$ cat config.mk
export PLATFORM = sky130hd
export DESIGN_NAME = fetch_stage
export DESIGN_NICKNAME = d
export VERILOG_FILES = /design/src/rtl/fetch_stage.sv
export SDC_FILE = /design/constraint.sdc
export NUM_CORES = 1
export LEC_CHECK = 0
export CAP_MARGIN = 15
export CORE_UTILIZATION = 46
export CTS_CLUSTER_DIAMETER = 50
export DETAILED_ROUTE_END_ITERATION = 10
export HOLD_SLACK_MARGIN = 0.08
export PLACE_DENSITY = 0.79
export SETUP_SLACK_MARGIN = 0.5
export SLEW_MARGIN = 5
export SYNTH_ARGS = -nofsm -noshare
export SYNTH_HDL_FRONTEND = slang
export SYNTH_SLANG_ARGS = --single-unit
$ cat constraint.sdc
create_clock -name clk -period 6.1 [get_ports clk]
set_input_delay 1.22 -clock clk [delete_from_list [all_inputs] [get_ports clk]]
set_output_delay 1.22 -clock clk [all_outputs]
set_load 0.02 [all_outputs]
$ cat src/rtl/fetch_stage.sv
// -----------------------------------------------------------------------------
// fetch_stage: instruction fetch front end for the MIPS datapath.
//
// Holds the PC, issues word fetches to instruction memory with one request
// outstanding at a time, and buffers returned instructions in a small FIFO.
// Instructions go to decode over a valid/ready handshake. A redirect loads a
// new PC, flushes the buffer and discards any response still in flight.
//
// Optional feature macro: FETCH_BYPASS_EN
//   Defined   : a response that arrives while the buffer is empty is presented
//               on id_* in the same cycle (combinational path from imem_rdata).
//               It is only written into the buffer if decode does not take it.
//   Undefined : id_* come from buffer registers only.
//
// Parameters
//   RESET_PC    : PC loaded at reset.
//   DEPTH       : instruction buffer entries (>= 1).
//
// Ports
//   clk         : clock, rising edge.
//   rst_n       : asynchronous active-low reset (memory side shares it).
//   imem_req    : fetch request valid.
//   imem_addr   : fetch word address, always the PC register.
//   imem_gnt    : request accepted when high together with imem_req.
//   imem_rvalid : response valid, earliest one cycle after grant.
//   imem_rdata  : response instruction word.
//   redirect    : pulse loading redirect_pc and flushing the stage.
//   redirect_pc : redirect target, bits [1:0] ignored.
//   id_valid    : instruction available to decode.
//   id_ready    : decode accepts the head instruction.
//   id_instr    : head instruction, zero when id_valid is low.
//   id_pc       : PC of the head instruction, zero when id_valid is low.
//   id_opcode   : id_instr[31:26], feeds the control decoder.
// -----------------------------------------------------------------------------
module fetch_stage #(
  parameter logic [31:0] RESET_PC = 32'h0000_0000,
  parameter int unsigned DEPTH    = 2
) (
  input  logic        clk,
  input  logic        rst_n,
  // Instruction memory
  output logic        imem_req,
  output logic [31:0] imem_addr,
  input  logic        imem_gnt,
  input  logic        imem_rvalid,
  input  logic [31:0] imem_rdata,
  // Redirect from later stages
  input  logic        redirect,
  input  logic [31:0] redirect_pc,
  // Decode
  output logic        id_valid,
  input  logic        id_ready,
  output logic [31:0] id_instr,
  output logic [31:0] id_pc,
  output logic [5:0]  id_opcode
);

  localparam int unsigned PtrW = (DEPTH > 1) ? $clog2(DEPTH) : 1;
  localparam int unsigned CntW = $clog2(DEPTH + 1);
  localparam logic [CntW-1:0] DepthCnt = CntW'(DEPTH);
  localparam logic [PtrW-1:0] LastPtr  = PtrW'(DEPTH - 1);

  if (DEPTH < 1) begin : g_depth_check
    $error("fetch_stage: DEPTH must be at least 1");
  end

  typedef enum logic [1:0] {
    StFetch = 2'd0,
    StWait  = 2'd1,
    StDrop  = 2'd2
  } state_e;

  state_e state_q, state_d;

  logic [31:0] pc_q, pc_d;
  logic [31:0] req_pc_q, req_pc_d;

  logic [31:0]     buf_instr_q [DEPTH];
  logic [31:0]     buf_pc_q    [DEPTH];
  logic [PtrW-1:0] rd_ptr_q, rd_ptr_d;
  logic [PtrW-1:0] wr_ptr_q, wr_ptr_d;
  logic [CntW-1:0] count_q, count_d;

  logic resp_ok;   // response accepted into the pipe (WAIT, rvalid, no redirect)
  logic bypass;    // response presented directly on id_*
  logic buf_valid;
  logic push;
  logic pop;

  // Only the word-aligned part of the redirect target matters.
  logic unused_redirect_lsb;
  assign unused_redirect_lsb = ^redirect_pc[1:0];

  function automatic logic [PtrW-1:0] ptr_inc(input logic [PtrW-1:0] p);
    if (p == LastPtr) begin
      return '0;
    end
    return p + PtrW'(1);
  endfunction

  // ---------------------------------------------------------------------------
  // Fetch FSM
  // ---------------------------------------------------------------------------
  always_comb begin
    state_d  = state_q;
    pc_d     = pc_q;
    req_pc_d = req_pc_q;
    imem_req = 1'b0;
    resp_ok  = 1'b0;

    unique case (state_q)
      StFetch: begin
        // rst_n gating keeps the request low for the whole reset period.
        imem_req = rst_n && (count_q < DepthCnt);
        // A grant coinciding with a redirect is treated as not accepted.
        if (!redirect && imem_req && imem_gnt) begin
          req_pc_d = pc_q;
          pc_d     = pc_q + 32'd4;
          state_d  = StWait;
        end
      end
      StWait: begin
        if (imem_rvalid) begin
          resp_ok = !redirect;
          state_d = StFetch;
        end else if (redirect) begin
          state_d = StDrop;
        end
      end
      StDrop: begin
        if (imem_rvalid) begin
          state_d = StFetch;
        end
      end
      default: begin
        state_d = StFetch;
      end
    endcase

    if (redirect) begin
      pc_d = {redirect_pc[31:2], 2'b00};
    end
  end

  always_ff @(posedge clk or negedge rst_n) begin
    if (!rst_n) begin
      state_q  <= StFetch;
      pc_q     <= RESET_PC;
      req_pc_q <= RESET_PC;
    end else begin
      state_q  <= state_d;
      pc_q     <= pc_d;
      req_pc_q <= req_pc_d;
    end
  end

  assign imem_addr = pc_q;

  // ---------------------------------------------------------------------------
  // Instruction buffer
  // ---------------------------------------------------------------------------
  assign buf_valid = (count_q != '0);

`ifdef FETCH_BYPASS_EN
  assign bypass = resp_ok && !buf_valid;
`else
  assign bypass = 1'b0;
`endif

  // A bypassed response taken by decode this cycle never enters the buffer.
  assign push = resp_ok && !(bypass && id_ready);
  // Redirect discards any pop in the same cycle.
  assign pop  = buf_valid && id_ready && !redirect;

  always_comb begin
    rd_ptr_d = rd_ptr_q;
    wr_ptr_d = wr_ptr_q;
    count_d  = count_q;
    if (redirect) begin
      rd_ptr_d = '0;
      wr_ptr_d = '0;
      count_d  = '0;
    end else begin
      if (push) begin
        wr_ptr_d = ptr_inc(wr_ptr_q);
      end
      if (pop) begin
        rd_ptr_d = ptr_inc(rd_ptr_q);
      end
      unique case ({push, pop})
        2'b10:   count_d = count_q + CntW'(1);
        2'b01:   count_d = count_q - CntW'(1);
        default: count_d = count_q;
      endcase
    end
  end

  always_ff @(posedge clk or negedge rst_n) begin
    if (!rst_n) begin
      rd_ptr_q <= '0;
      wr_ptr_q <= '0;
      count_q  <= '0;
    end else begin
      rd_ptr_q <= rd_ptr_d;
      wr_ptr_q <= wr_ptr_d;
      count_q  <= count_d;
    end
  end

  // Payload storage needs no reset: entries are only read when counted valid.
  always_ff @(posedge clk) begin
    if (push) begin
      buf_instr_q[wr_ptr_q] <= imem_rdata;
      buf_pc_q[wr_ptr_q]    <= req_pc_q;
    end
  end

  // ---------------------------------------------------------------------------
  // Decode outputs
  // ---------------------------------------------------------------------------
  always_comb begin
    id_valid = buf_valid || bypass;
    id_instr = 32'h0000_0000;
    id_pc    = 32'h0000_0000;
    if (buf_valid) begin
      id_instr = buf_instr_q[rd_ptr_q];
      id_pc    = buf_pc_q[rd_ptr_q];
    end else if (bypass) begin
      id_instr = imem_rdata;
      id_pc    = req_pc_q;
    end
  end

  assign id_opcode = id_instr[31:26];

  // Responses are only legal while a request is outstanding.
  assert property (@(posedge clk) disable iff (!rst_n)
                   !((state_q == StFetch) && imem_rvalid))
    else $error("fetch_stage: imem_rvalid with no outstanding request");

endmodule

## After elaboration in Yosys (flattened, before gate mapping)

Memory sizes are Yosys's and may differ from the RTL's.
Cells that the tools add are included.

| word-level totals | value |
|---|---|
| register bits | 70 |
| bits in writable memories | 128 |
| output and inout bits | 104 |
| word-level logic and storage cells | 68 |
| memories | 2 |

| operators by class | value |
|---|---|
| add/sub/neg operators | 5 |
| magnitude comparators | 1 |
| equal/unequal tests | 7 |
| muxes and demuxes | 31 |
| reductions and logical operators | 16 |

Memory list:

| memory | depth | width | read ports | clocked after memory_dff | wr ports | line | source |
|---|---|---|---|---|---|---|---|
| buf_instr_q | 2 | 32 | 1 | 0 | 1 | 78 | `logic [31:0] buf_instr_q [DEPTH];` |
| buf_pc_q | 2 | 32 | 1 | 0 | 1 | 79 | `logic [31:0] buf_pc_q [DEPTH];` |

Operator list:

| kind | number |
|---|---|
| 2-to-1 mux 32 bit | 5 |
| adder 32 x 3 -> 32 bit, second input constant | 1 |
| 2-to-1 mux 1 bit | 19 |
| 2-to-1 mux 2 bit | 5 |
| nonzero test 2 bit | 5 |
| one-hot mux 2 bit (3 select lines) | 1 |
| logical AND 1 bit | 5 |
| equality test 2 x 1 -> 1 bit, second input constant | 2 |
| equality test 2 bit, second input constant | 2 |
| inequality test 2 bit, second input constant | 2 |
| one-hot mux 2 bit (2 select lines) | 1 |
| AND reduction 2 bit | 2 |
| inequality test 3 bit, second input constant | 1 |
| AND reduction 3 bit | 1 |
| nonzero test 3 bit | 1 |
| adder 1 bit, second input constant | 2 |
| adder 2 x 1 -> 2 bit, second input constant | 1 |
| logical NOT 2 bit | 1 |
| < comparator 2 bit, second input constant | 1 |
| subtractor 2 x 1 -> 2 bit, second input constant | 1 |
| logical NOT 1 bit | 1 |

## Depth between registers and ports, before layout

| depth | value |
|---|---|
| depth in word-level cells | 8 |
| mapped depth | 7 |
| mapped depth without buffers | 6 |

## Worst setup path after synthesis

Ideal clock, no wire load.

| timing | value |
|---|---|
| kind | input-to-reg |
| start point | in redirect |
| end point | mem buf_instr_q[1][0] (enable) |
| arrival time | 6.386 ns |
| data required time | 5.529 ns |
| setup slack | -0.857 ns |
| cell stages on the path | 4 |
| path buffers | 3 |
| cell sequence | clkbuf_1 -> clkbuf_1 -> clkbuf_1 -> nor3b_1 |

| between the ends | value |
|---|---|
| cells in the longest elaborated chain, start to end | 5 |

RTL lines:

| what | line | source |
|---|---|---|
| start, declared | 48 | `input logic redirect,` |
| logical NOT 1 bit | 124 | `resp_ok = !redirect;` |
| 2-to-1 mux 1 bit | 123 | `if (imem_rvalid) begin` |
| 2-to-1 mux 1 bit | 111 | `unique case (state_q)` |
| 2-to-1 mux 1 bit | 212 | `if (push) begin` |
| 2-to-1 mux 1 bit (not written as such) | 213 | `buf_instr_q[wr_ptr_q] <= imem_rdata;` |
| end, declared | 78 |  |

Every way passes these cells.

## Worst setup path after layout

| timing | value |
|---|---|
| start point | reg rd_ptr_q |
| end point | out id_instr[30] |

| between the ends | value |
|---|---|
| cells in the longest elaborated chain, start to end | 2 |

RTL lines:

| what | line | source |
|---|---|---|
| start, declared | 80 | `logic [PtrW-1:0] rd_ptr_q, rd_ptr_d;` |
| start signal, assigned | 204 | `rd_ptr_q <= rd_ptr_d;` |
| memory (2 x 32 bit) | - |  |
| 2-to-1 mux 32 bit | 225 | `if (buf_valid) begin` |
| end, declared | 53 | `output logic [31:0] id_instr,` |

Every way passes these cells.

==> summary.md <==
| Metric | Value |
|---|---|
| Status | `finished, final reports clean` |
| Post-cts gate resize count | `0` |
| Signal arrival time at the worst endpoint | `2.79 ns` |
| Routed length per instance | `around 17 um` |
| Overall via count from detail_route | `approximately 5500` |
| Clock input transition at the sequential cells of the worst setup and hold paths | `~0.070 ns` |
| Critical path's top delay family | `buffers and inverters` |
| Number of buffers inserted to repair setup after CTS | `0` |
| CP Capture Type | `primary output` |
| Post-route worst setup slack | `approximately 2.1 ns` |
| Number of different library cells in the post-synthesis netlist | `51` |
| Chip Width | `134 um` |
| Register-to-register path setup slack | `3.39 ns` |
| Total number of nets in the final design | `slightly below 900` |
| Worst-Margin Slew | `between 1 and 1.5 ns` |
| DRC violations left | `0` |
| Wire length of the first global-routing pass | `~28000 um` |
| Starting Density | `0.478` |
| Tmin final | `around 4 ns` |
| Detailed-placement wirelength estimate | `11000 um` |
| Final weighted congestion in routability-driven placement | `roughly 0.80` |
| Die extent in y | `134 um` |
| Crit start category | `flip-flop` |
| Primary flip-flop cell chosen by synthesis mapping | `sky130_fd_sc_hd__edfxtp_1` |
| Yosys Warn Count | `0` |
| Antenna viol nets, final | `0` |
| Leading cell types in the layout, fill and taps excluded | `165 x sky130_fd_sc_hd__clkdlybuf4s50_1, 124 x sky130_fd_sc_hd__edfxtp_1, 117 x sky130_fd_sc_hd__nand2_1` |
| Sinks on Clock Net | `190` |
| Highest-delay cell along the critical path | `sky130_fd_sc_hd__dfrtp_4` |
| Max FO, Critical Path | `35` |
| Most common cell after layout, fill and taps aside | `sky130_fd_sc_hd__clkdlybuf4s50_1` |
| Data required time at the worst endpoint | `between 4 and 5 ns` |
| CTS Hold Buffers Added | `0` |
| Setup WS pre-CTS | `2.49 ns` |
| Synthesized area per cell | `12.2 um^2` |
| Max Transition Viols Final | `0` |
| Placement-stage cell area | `just under 0.01 mm^2` |
| Initial antenna violation count | `0` |
| Share of final-layout standard cells stronger than drive strength 1 | `0.0621` |
| Post-route standard cell area excluding fillers | `0.0105 mm^2` |
| Worst clock skew on the final layout | `0.00948 ns` |
| Number of synthesized flops with an enable pin | `between 100 and 150` |
| Slowest stage delay, CP | `approximately 0.84 ns` |
| Total congestion overflow after global routing | `0` |
| Leakage power figure | `roughly 3.8 nW` |
| TritonCTS clock tree | `done` |
| Cell at the root of the clock tree | `sky130_fd_sc_hd__clkbuf_16` |
| Number of register bits inferred by synthesis | `190` |
| Area Overhead vs Synth | `30.5%` |
| Num CTS Buffers | `17` |
| Number of maximum-capacitance violations | `0` |
| # fillers | `between 1000 and 1500` |
| Synthesized area | `between 0.008 and 0.009 mm^2` |
| Clk_lat worst skew | `about 0.43 ns` |
| Count of final setup violators | `0` |
| Worst slew slack as a fraction of its limit | `0.272` |
| Crit-path cells | `buf_4 > mux2i_1 > nor2_1 > clkdlybuf4s50_1` |
| Total Die Area | `approximately 0.018 mm^2` |
| Power consumption | `2.96 mW` |
| Type of the worst setup path | `flip-flop to primary output` |
| Min-Delay Path Class | `flip-flop to flip-flop` |
| Standard-cell row count | `47` |
| Maximum level of the CTS H-tree | `4` |
| Boundary pin count | `174` |
| Total Negative Setup Slacks | `0 ns` |
| Count of buffers inserted at the top-level ports | `approximately 170` |
| RSZ-0062 raised after global routing | `no` |
| Diodes inserted | `0` |
| Core outline area | `approximately 0.017 mm^2` |
| Maximum number of pins on one net before global-route repair | `68` |
| Worst IR drop on VDD | `0.000209 V` |
| Fin util | `0.623` |
| Average vias per placed instance | `about 5.3` |
| Fraction of registers with async set/reset | `0.347` |
| Drt first pass iters | `5` |
| Number of hold-slack violations in the final timing report | `0` |
| Final Routed Wirelength | `17200 um` |
| Number of global-route vias before repair | `5333` |
| Iteration-0 DRC count of the detailed router | `a little over 400` |
| Synth Instances | `roughly 660` |
| Highest attainable clock frequency | `~250 MHz` |
| Sequential-to-total area share from yosys stat | `0.669` |
| Period Utilization, post-route | `0.658` |
| Worst-case clock buffer depth | `2` |
| Ratio of total power to cell area | `between 200 and 300 mW/mm^2` |
| CP bufs+invs | `2` |
| Global-route usage over all layers | `0.201` |
[final timing paths]
path,startpoint,to,depth (start not counted)
max in group asynchronous,rst_n,rd_ptr_q,2
worst min register to register,req_pc_q[18],buf_pc_q[1][18],0
worst max register to register,count_q[1],imem_addr[22],5
worst min-delay path,req_pc_q[18],buf_pc_q[1][18],0
worst max-delay path,rd_ptr_q,id_instr[30],4
min in group asynchronous,rst_n,state_q[1],2
[synth_stat cells, drive strengths merged, types with 2 or more instances]
master | number | area, um^2
edfxtp | 124 | 3720
nand2 | 117 | 439
nor2 | 83 | 312
dfrtp | 66 | 1650
mux2i | 65 | 651
clkbuf | 28 | 105
o21ai | 22 | 110
nand3 | 17 | 85.1
buf | 16 | 103
nand4 | 13 | 81.3
nor2b | 10 | 62.6
inv | 9 | 33.8
o311ai | 8 | 70.1
o211ai | 7 | 52.6
nor3 | 6 | 30.0
a21oi | 5 | 25.0
nor4 | 5 | 31.3
a221o | 4 | 40.0
and3 | 4 | 25.0
nand3b | 4 | 30.0
a21o | 3 | 22.5
a22oi | 3 | 27.5
a31oi | 3 | 18.8
and4 | 3 | 26.3
nand2b | 3 | 18.8
xnor2 | 3 | 26.3
a41oi | 2 | 17.5
and2 | 2 | 12.5
or3 | 2 | 12.5
or4 | 2 | 18.8
xor2 | 2 | 17.5
[metal layers]
metal	part of all wire	routed length (um)	global-route usage
met4	0.017	298	0.0712
met2	0.50	8540	0.330
met1	0.43	7410	0.267
met5	0	0	0
met3	0.057	976	0.0397
[logic make-up (layout without fill, tap and decap cells)]
group,Yosys count,in the layout,synth area share
simple gates,277,277,0.157
flops,190,190,0.669
mux,66,66,0.0824
compound gates,63,63,0.0542
buf+inv,53,215,0.0301
xor+xnor,5,5,0.00545
fa+ha+maj,1,1,0.00156
other cells,1,4,0.000467
[flip-flops by register name (all words and copies together) (netlist names)]
register,count
buf_instr_q,64
buf_pc_q,60
count_q,2
imem_addr,30
rd_ptr_q,1
req_pc_q,30
state_q,2
wr_ptr_q,1
[report_power, final]
part	internal (mW)	total (mW)	switching, mW
Clock	0.613	1.12	0.511
Combinational	0.139	0.289	0.150
Sequential	1.47	1.55	0.0798
Total	2.22	2.96	0.741
[final cells by class]
cell class | count | area, um^2 | share of cell area
Sequential cell | 190 | 5380 | 0.513
Multi-Input combinational cell | 416 | 2460 | 0.235
Timing Repair Buffer | 174 | 1720 | 0.164
Clock buffer | 18 | 450 | 0.0430
Tap cell | 220 | 275 | 0.0263
Clock inverter | 14 | 168 | 0.0160
Inverter | 9 | 33.8 | 0.00322
[through the flow]
| step | hold slack [ns] | std cells |
|---|---|---|
| after floorplan | 0.442 | 659 |
| after global placement | 0.448 | 1009 |
| after detailed placement | 0.457 | 1009 |
| after CTS | 0.470 | 1041 |
| after global routing | 0.486 | 1041 |
| final | 0.468 | 1041 |
No activity file was read; power rests on OpenSTA's default activity.
